--- config.mk ---
export PLATFORM = sky130hd
export DESIGN_NAME = gpr_bank
export DESIGN_NICKNAME = d
export VERILOG_FILES = /design/src/rtl/gpr_bank.sv
export SDC_FILE = /design/constraint.sdc
export NUM_CORES = 2
export LEC_CHECK = 0
export CELL_PAD_IN_SITES_DETAIL_PLACEMENT = 1
export CELL_PAD_IN_SITES_GLOBAL_PLACEMENT = 1
export CORE_MARGIN = 2
export CORE_UTILIZATION = 43
export CTS_BUF_LIST = sky130_fd_sc_hd__clkbuf_16
export CTS_CLUSTER_DIAMETER = 60
export DETAILED_ROUTE_END_ITERATION = 10
export PLACE_DENSITY_LB_ADDON = 0.1
export SYNTH_ARGS = -nofsm -noshare
export SYNTH_HDL_FRONTEND = slang
export SYNTH_SLANG_ARGS = --single-unit
--- constraint.sdc ---
create_clock -name clock -period 2.3 [get_ports clock]
set_clock_uncertainty 0.2 [all_clocks]
set_input_delay 0.575 -clock clock [delete_from_list [all_inputs] [get_ports clock]]
set_output_delay 0.575 -clock clock [all_outputs]
set_load 0.005 [all_outputs]
--- src/rtl/gpr_bank.sv ---
// Parametrised multi-port register bank with per-register busy scoreboard,
// registered reads with write-through bypass, and a hardwired-zero register 0.
module gpr_bank #(
    parameter int DATA_WIDTH  = 32,
    parameter int ADDR_WIDTH  = 5,
    parameter int READ_PORTS  = 2,
    parameter int WRITE_PORTS = 2
) (
    input  logic                              clock,
    input  logic                              reset,
    input  logic [WRITE_PORTS-1:0]            write_enable,
    input  logic [WRITE_PORTS*ADDR_WIDTH-1:0] waddr,
    input  logic [WRITE_PORTS*DATA_WIDTH-1:0] wdata,
    input  logic [READ_PORTS-1:0]             read_enable,
    input  logic [READ_PORTS*ADDR_WIDTH-1:0]  raddr,
    output logic [READ_PORTS*DATA_WIDTH-1:0]  rdata,
    output logic [READ_PORTS-1:0]             rbusy,
    input  logic                              reserve_enable,
    input  logic [ADDR_WIDTH-1:0]             reserve_addr,
    input  logic                              flush
);

    localparam int NUM_REGS = 1 << ADDR_WIDTH;

    if (READ_PORTS < 1 || READ_PORTS > 4) begin : g_badReadPorts
        $error("gpr_bank: READ_PORTS must be in 1..4");
    end
    if (WRITE_PORTS < 1 || WRITE_PORTS > 2) begin : g_badWritePorts
        $error("gpr_bank: WRITE_PORTS must be in 1..2");
    end
    if (DATA_WIDTH < 1 || ADDR_WIDTH < 1) begin : g_badWidths
        $error("gpr_bank: DATA_WIDTH and ADDR_WIDTH must be positive");
    end

    logic [DATA_WIDTH-1:0] r_regs [1:NUM_REGS-1];
    logic [NUM_REGS-1:1]   r_busy;

    logic [NUM_REGS-1:1]   w_hit;
    logic [DATA_WIDTH-1:0] w_winData [1:NUM_REGS-1];
    logic [NUM_REGS-1:1]   w_busyNext;
    logic [DATA_WIDTH-1:0] w_readView [0:NUM_REGS-1];
    logic [NUM_REGS-1:0]   w_busyView;

    // Ascending port scan so the highest-index matching port wins the register.
    always_comb begin
        for (int a = 1; a < NUM_REGS; a++) begin
            w_hit[a]     = 1'b0;
            w_winData[a] = '0;
            for (int k = 0; k < WRITE_PORTS; k++) begin
                if (write_enable[k] && (waddr[k*ADDR_WIDTH +: ADDR_WIDTH] == ADDR_WIDTH'(a))) begin
                    w_hit[a]     = 1'b1;
                    w_winData[a] = wdata[k*DATA_WIDTH +: DATA_WIDTH];
                end
            end
        end
    end

    // A reserve beats a same-cycle write because it marks a newer producer.
    always_comb begin
        for (int a = 1; a < NUM_REGS; a++) begin
            if (flush)
                w_busyNext[a] = 1'b0;
            else if (reserve_enable && (reserve_addr == ADDR_WIDTH'(a)))
                w_busyNext[a] = 1'b1;
            else if (w_hit[a])
                w_busyNext[a] = 1'b0;
            else
                w_busyNext[a] = r_busy[a];
        end
    end

    always_comb begin
        w_readView[0] = '0;
        for (int a = 1; a < NUM_REGS; a++) begin
            w_readView[a] = w_hit[a] ? w_winData[a] : r_regs[a];
        end
        w_busyView = {w_busyNext, 1'b0};
    end

    always_ff @(posedge clock or negedge reset) begin
        if (!reset) begin
            for (int a = 1; a < NUM_REGS; a++) begin
                r_regs[a] <= '0;
            end
            r_busy <= '0;
        end else begin
            for (int a = 1; a < NUM_REGS; a++) begin
                if (w_hit[a])
                    r_regs[a] <= w_winData[a];
            end
            r_busy <= w_busyNext;
        end
    end

    // Register 0 reads as zero through the view arrays as well as the explicit check.
    always_ff @(posedge clock or negedge reset) begin
        if (!reset) begin
            rdata <= '0;
            rbusy <= '0;
        end else begin
            for (int i = 0; i < READ_PORTS; i++) begin
                if (!read_enable[i] || (raddr[i*ADDR_WIDTH +: ADDR_WIDTH] == '0)) begin
                    rdata[i*DATA_WIDTH +: DATA_WIDTH] <= '0;
                    rbusy[i]                          <= 1'b0;
                end else begin
                    rdata[i*DATA_WIDTH +: DATA_WIDTH] <= w_readView[raddr[i*ADDR_WIDTH +: ADDR_WIDTH]];
                    rbusy[i]                          <= w_busyView[raddr[i*ADDR_WIDTH +: ADDR_WIDTH]];
                end
            end
        end
    end

endmodule

==> impl_metrics.toml, run 1 <==
[yosys]
netlist_area_sq_um = 69000
synth_edf_count = 0
yosys_register_bits = 1089
syn_nets = 8568
ys_warn_count = 0
syn_avg_cell_area_sq_um = 8.15
synthCells = 8471
async_flop_share_pct = 100
synth.distinct_cells = 98
ys.flop_type = "dfrtp_1"
ys_seq_area_share_pct = 39.5

[place]
post-dp-hpwl_mm = 423
io_buffers = 162
place_inst = 12556
gp_congestion = 1.19

[die]
die_y_um = 405
ios = 163
rows = 147
chipWidth_um = 405
initial_utilization_pct = 43.2

[global_route]
grtUsageTotal_pct = 90.3
grt-ovfl-total = 1051
grt_pass1_wl_mm = 1080
grt_pass1_vias = 128573
grt_max_degree = 89

[outcome]
haltStage = "global routing (5_1_grt)"
status = "stopped before the end"
firstError = "[ERROR GRT-0116] Global routing finished with congestion. Check the congestion regions in the DRC Viewer."

[clock_network]
cts.sinks = 1089
htreeDepth = 4
cts.path.max_buffers = 3
cts_inserted_buffers = 149
cts-root-buf = "clkbuf_16"
==> cells by family after synthesis <==
kind of cell | after synthesis | share of synthesized area, %
AOI/OAI and AO/OA | 3316 | 31.9
buffers and inverters | 1228 | 7.52
DFF | 1089 | 39.5
muxes | 141 | 2.62
and+or+nand+nor | 2697 | 18.5
==> per-layer routing <==
layer	track usage, %	GRT overflow
met4	88.2	394
met2	97.7	474
met3	83.4	97
met1	91.1	79
met5	68.1	7
==> timing repair <==
| action | 4_1_cts |
|---|---|
| gates cloned | 33 |
| hold buffers | 1 |
| buffers inserted | 198 |
| resized for setup | 1022 |
| hold endpoints to repair | 272 |
| setup endpoints to repair | 292 |
| pin swaps | 245 |
==> through the flow <==
| step | setup WS (ns) | TNS [ns] | hold WS, ns | utilization, % | cell area, sq um |
|---|---|---|---|---|---|
| 2_1_floorplan | -0.481 | -24.87 | 0.0794 | - | 70400 |
| 3_3_place_gp | -2.01 | -781.05 | 0.301 | 61.1 | 97800 |
| 3_5_place_dp | -1.97 | -837.08 | 0.329 | 61.1 | 97800 |
| 4_1_cts | -0.237 | -14.50 | 0.0717 | 68.3 | 109000 |
==> cell usage after synthesis (53+ instances only) <==
master	n	area share (%)
a211oi_1	91	0.99
a21boi_0	62	0.67
a21oi_1	284	2.1
a221o_1	67	0.97
a221oi_1	215	2.7
a22o_1	54	0.68
a22oi_1	281	3.1
a31oi_1	677	6.1
and3_1	71	0.64
and3b_1	53	0.67
buf_1	83	0.45
buf_2	277	2.0
clkbuf_1	678	3.7
dfrtp_1	1089	39
inv_1	128	0.70
mux2i_1	82	1.2
nand2_1	960	5.2
nand3_1	142	1.0
nor2_1	498	2.7
nor3_1	691	5.0
o21ai_0	790	5.7
o21ai_1	56	0.41
o22ai_1	246	2.2
o31ai_1	53	0.58
==> inputs of run 2 (changes only) <==
==> config.mk (replaced) <==
export PLATFORM = sky130hd
export DESIGN_NAME = gpr_bank
export DESIGN_NICKNAME = d
export VERILOG_FILES = /design/src/rtl/gpr_bank.sv
export SDC_FILE = /design/constraint.sdc
export NUM_CORES = 2
export LEC_CHECK = 0
export CORE_MARGIN = 2
export CORE_UTILIZATION = 28
export DETAILED_ROUTE_END_ITERATION = 10
export PLACE_DENSITY_LB_ADDON = 0.15
export SYNTH_ARGS = -nofsm -noshare
export SYNTH_HDL_FRONTEND = slang
export SYNTH_SLANG_ARGS = --single-unit
==> run 2 against run 1 <==
Against the previous run:
- the flow now finishes, with violations (negative setup slack)
- synthesized cell count is the same
- area after synthesis is the same
==> impl_metrics.toml, run 2 <==
[outcome]
status = "finished, violations left"
violations = "negative setup slack"

[power]
p_per_area_nw_per_um2 = 708
peakVddDrop_mv = 0.796
p_leak_nw = 49.3
power_mw = 83.2

[routing]
drc_errors = 0
vias_per_cell = 6.86
wl_per_cell_um = 47.2
via_count = 99675
drt_iter0_drc = 17379
wirelength_mm = 686
drt_pre_antenna_iters = 9
final_antenna_net_count = 0

[die]
initial_utilization_pct = 28.1
ios = 163
chipWidth_um = 501
core_sq_um = 245000
rows = 182
die_area_sq_um = 251000
die_y_um = 501

[clock_network]
cts_tree = "done"
htreeDepth = 4
cts.path.max_buffers = 3
worstSkewPairLatency_ns = 0.84
cts_inserted_buffers = 151
cts.sinks = 1089
path_clk_slew_ns = 0.06
cts-root-buf = "clkbuf_16"

[place]
place_ws_ns = -2.11
post-dp-hpwl_mm = 491
place_area_sq_um = 101000
gp_congestion = 1.06
io_buffers = 162
place_inst = 13872

[yosys]
synthXorXnorAreaFrac_pct = 0
syn_avg_cell_area_sq_um = 8.15
synth_edf_count = 0
yosys-top-cells-count = "dfrtp_1, nand2_1, o21ai_0"
ys.flop_type = "dfrtp_1"
synth_compound_area_share_pct = 31.9
yosysTopAreaCell = "dfrtp_1"
netlist_area_sq_um = 69000
synthSimpleGateAreaFrac_pct = 18.5
synth_area_leaders = "dfrtp_1, a31oi_1, o21ai_0, nand2_1, nor3_1"
synth_adder_area_share_pct = 0
async_flop_share_pct = 100
muxShareOfSynthArea_pct = 2.62
synth.distinct_cells = 98
ys_seq_area_share_pct = 39.5
ys_warn_count = 0
yosys_register_bits = 1089
synthCells = 8471
synth_top_family_by_area = "compound AO/OA/AOI/OAI gates"
synth_top_area_share_pct = 39.5
synth_most_common_cell = "dfrtp_1"
syn_nets = 8568

[critical_path]
arrival_ns = 3.25
crit_type = "primary input to flip-flop"
end_kind = "flip-flop"
start_kind = "primary input"
cp.required_ns = 2.81
worstPathMaxFanout = 10

[sta]
finalSetupTns_ns = -21.12
slew_headroom_pct = 43.2
fin_ws_ns = -0.439
setup_viol = 75
layout_worst_path_cycle_share_pct = 119
min_period_ns = 2.74
max_freq_ghz = 0.365
hold_viol = 0
whs_ns = 0.0786
tightest_slew_ns = 0.849
drv_slew = 0
rsz0062_at_grt = "yes"

[global_route]
grt-ovfl-total = 0
grt_pass1_vias = 93072
antenna_found_initial = 87
grtUsageTotal_pct = 52.1
grt_max_degree = 86
grt_pass1_wl_mm = 881

[flow_run]
maxCapViolations = 0

[layout]
layout_common_cells = "buf_4, dfrtp_1, nand2_1, o21ai_0, buf_12"
final_cells = 14531
top_regs = "r_regs (992), rdata (64), r_busy (31)"
area_growth_pct = 70.2
postLayoutCellArea_sq_um = 118000
largest_register_ffs = 992
final_util_pct = 47.9
final_common_cell = "buf_4"
final_nets = 11242
largest-register = "r_regs"
drive_gt1_share_pct = 42.9

[min_path]
hp-class = "primary input to flip-flop"
[run 2: cell counts after synthesis]
No cell type changed its count.
[run 2: final cells by class]
cell class	instances	area [sq um]
Clock buffer	221	4390
Multi-Input combinational cell	6155	43300
Timing Repair Buffer	3619	37400
Antenna cell	56	140
Inverter	129	492
Fill cell	23621	128000
Sequential cell	1089	27300
Tap cell	3220	4030
Clock inverter	42	500
[run 2: timing repair]
item,4_1_cts,5_1_grt
setup endpoints to repair,672,111
pin swaps,223,273
resized for setup,945,760
gates cloned,30,17
endpoints found under the hold margin,462,0
hold buffers,1,0
buffers inserted,186,126
[run 2: cell families after synthesis]
kind of cell,Yosys count
buffers and inverters,1228
DFF,1089
AOI/OAI and AO/OA,3316
muxes,141
and+or+nand+nor,2697
[run 2: path summary, 6_finish.rpt]
kind                                  start  cells after the start  slack (ns)           to
max in group asynchronous             reset                      4        0.76  r_regs[346]
worst min-delay path              wdata[48]                      4        0.08  r_regs[560]
min in group asynchronous             reset                      3        0.44  r_regs[258]
worst max register to register  r_regs[658]                      5        0.17    rdata[18]
worst max-delay path               waddr[3]                     14       -0.44    rdata[43]
worst min register to register  r_regs[918]                      2        0.33  r_regs[918]
[run 2: routing by layer]
metal	global-route usage, %	up-vias	wire length [um]
met5	0	-	269
met4	43.6	44	73600
met3	19.4	2928	94600
met2	71.4	9524	266000
met1	64.3	49593	251000
li1	-	37586	-
[run 2: power breakdown]
part           switching (mW)  total [mW]  internal, mW  leakage [nW]
Combinational            18.0        32.8          14.8          33.6
Sequential               1.63        25.6          23.9          13.3
Clock                    10.7        24.8          14.1          2.42
[run 2: worst max-delay path, stage by stage]
cell and delay (ns):
buf_12 0.10, buf_12 0.13, buf_8 0.13, nor4b_4 0.52
buf_12 0.23, buf_12 0.17, buf_4 0.17, nand2_1 0.11
a31oi_2 0.25, buf_4 0.16, mux2i_1 0.08, o21ai_1 0.19
a221oi_2 0.12, o32ai_1 0.29
No activity file was read; power rests on OpenSTA's default activity.
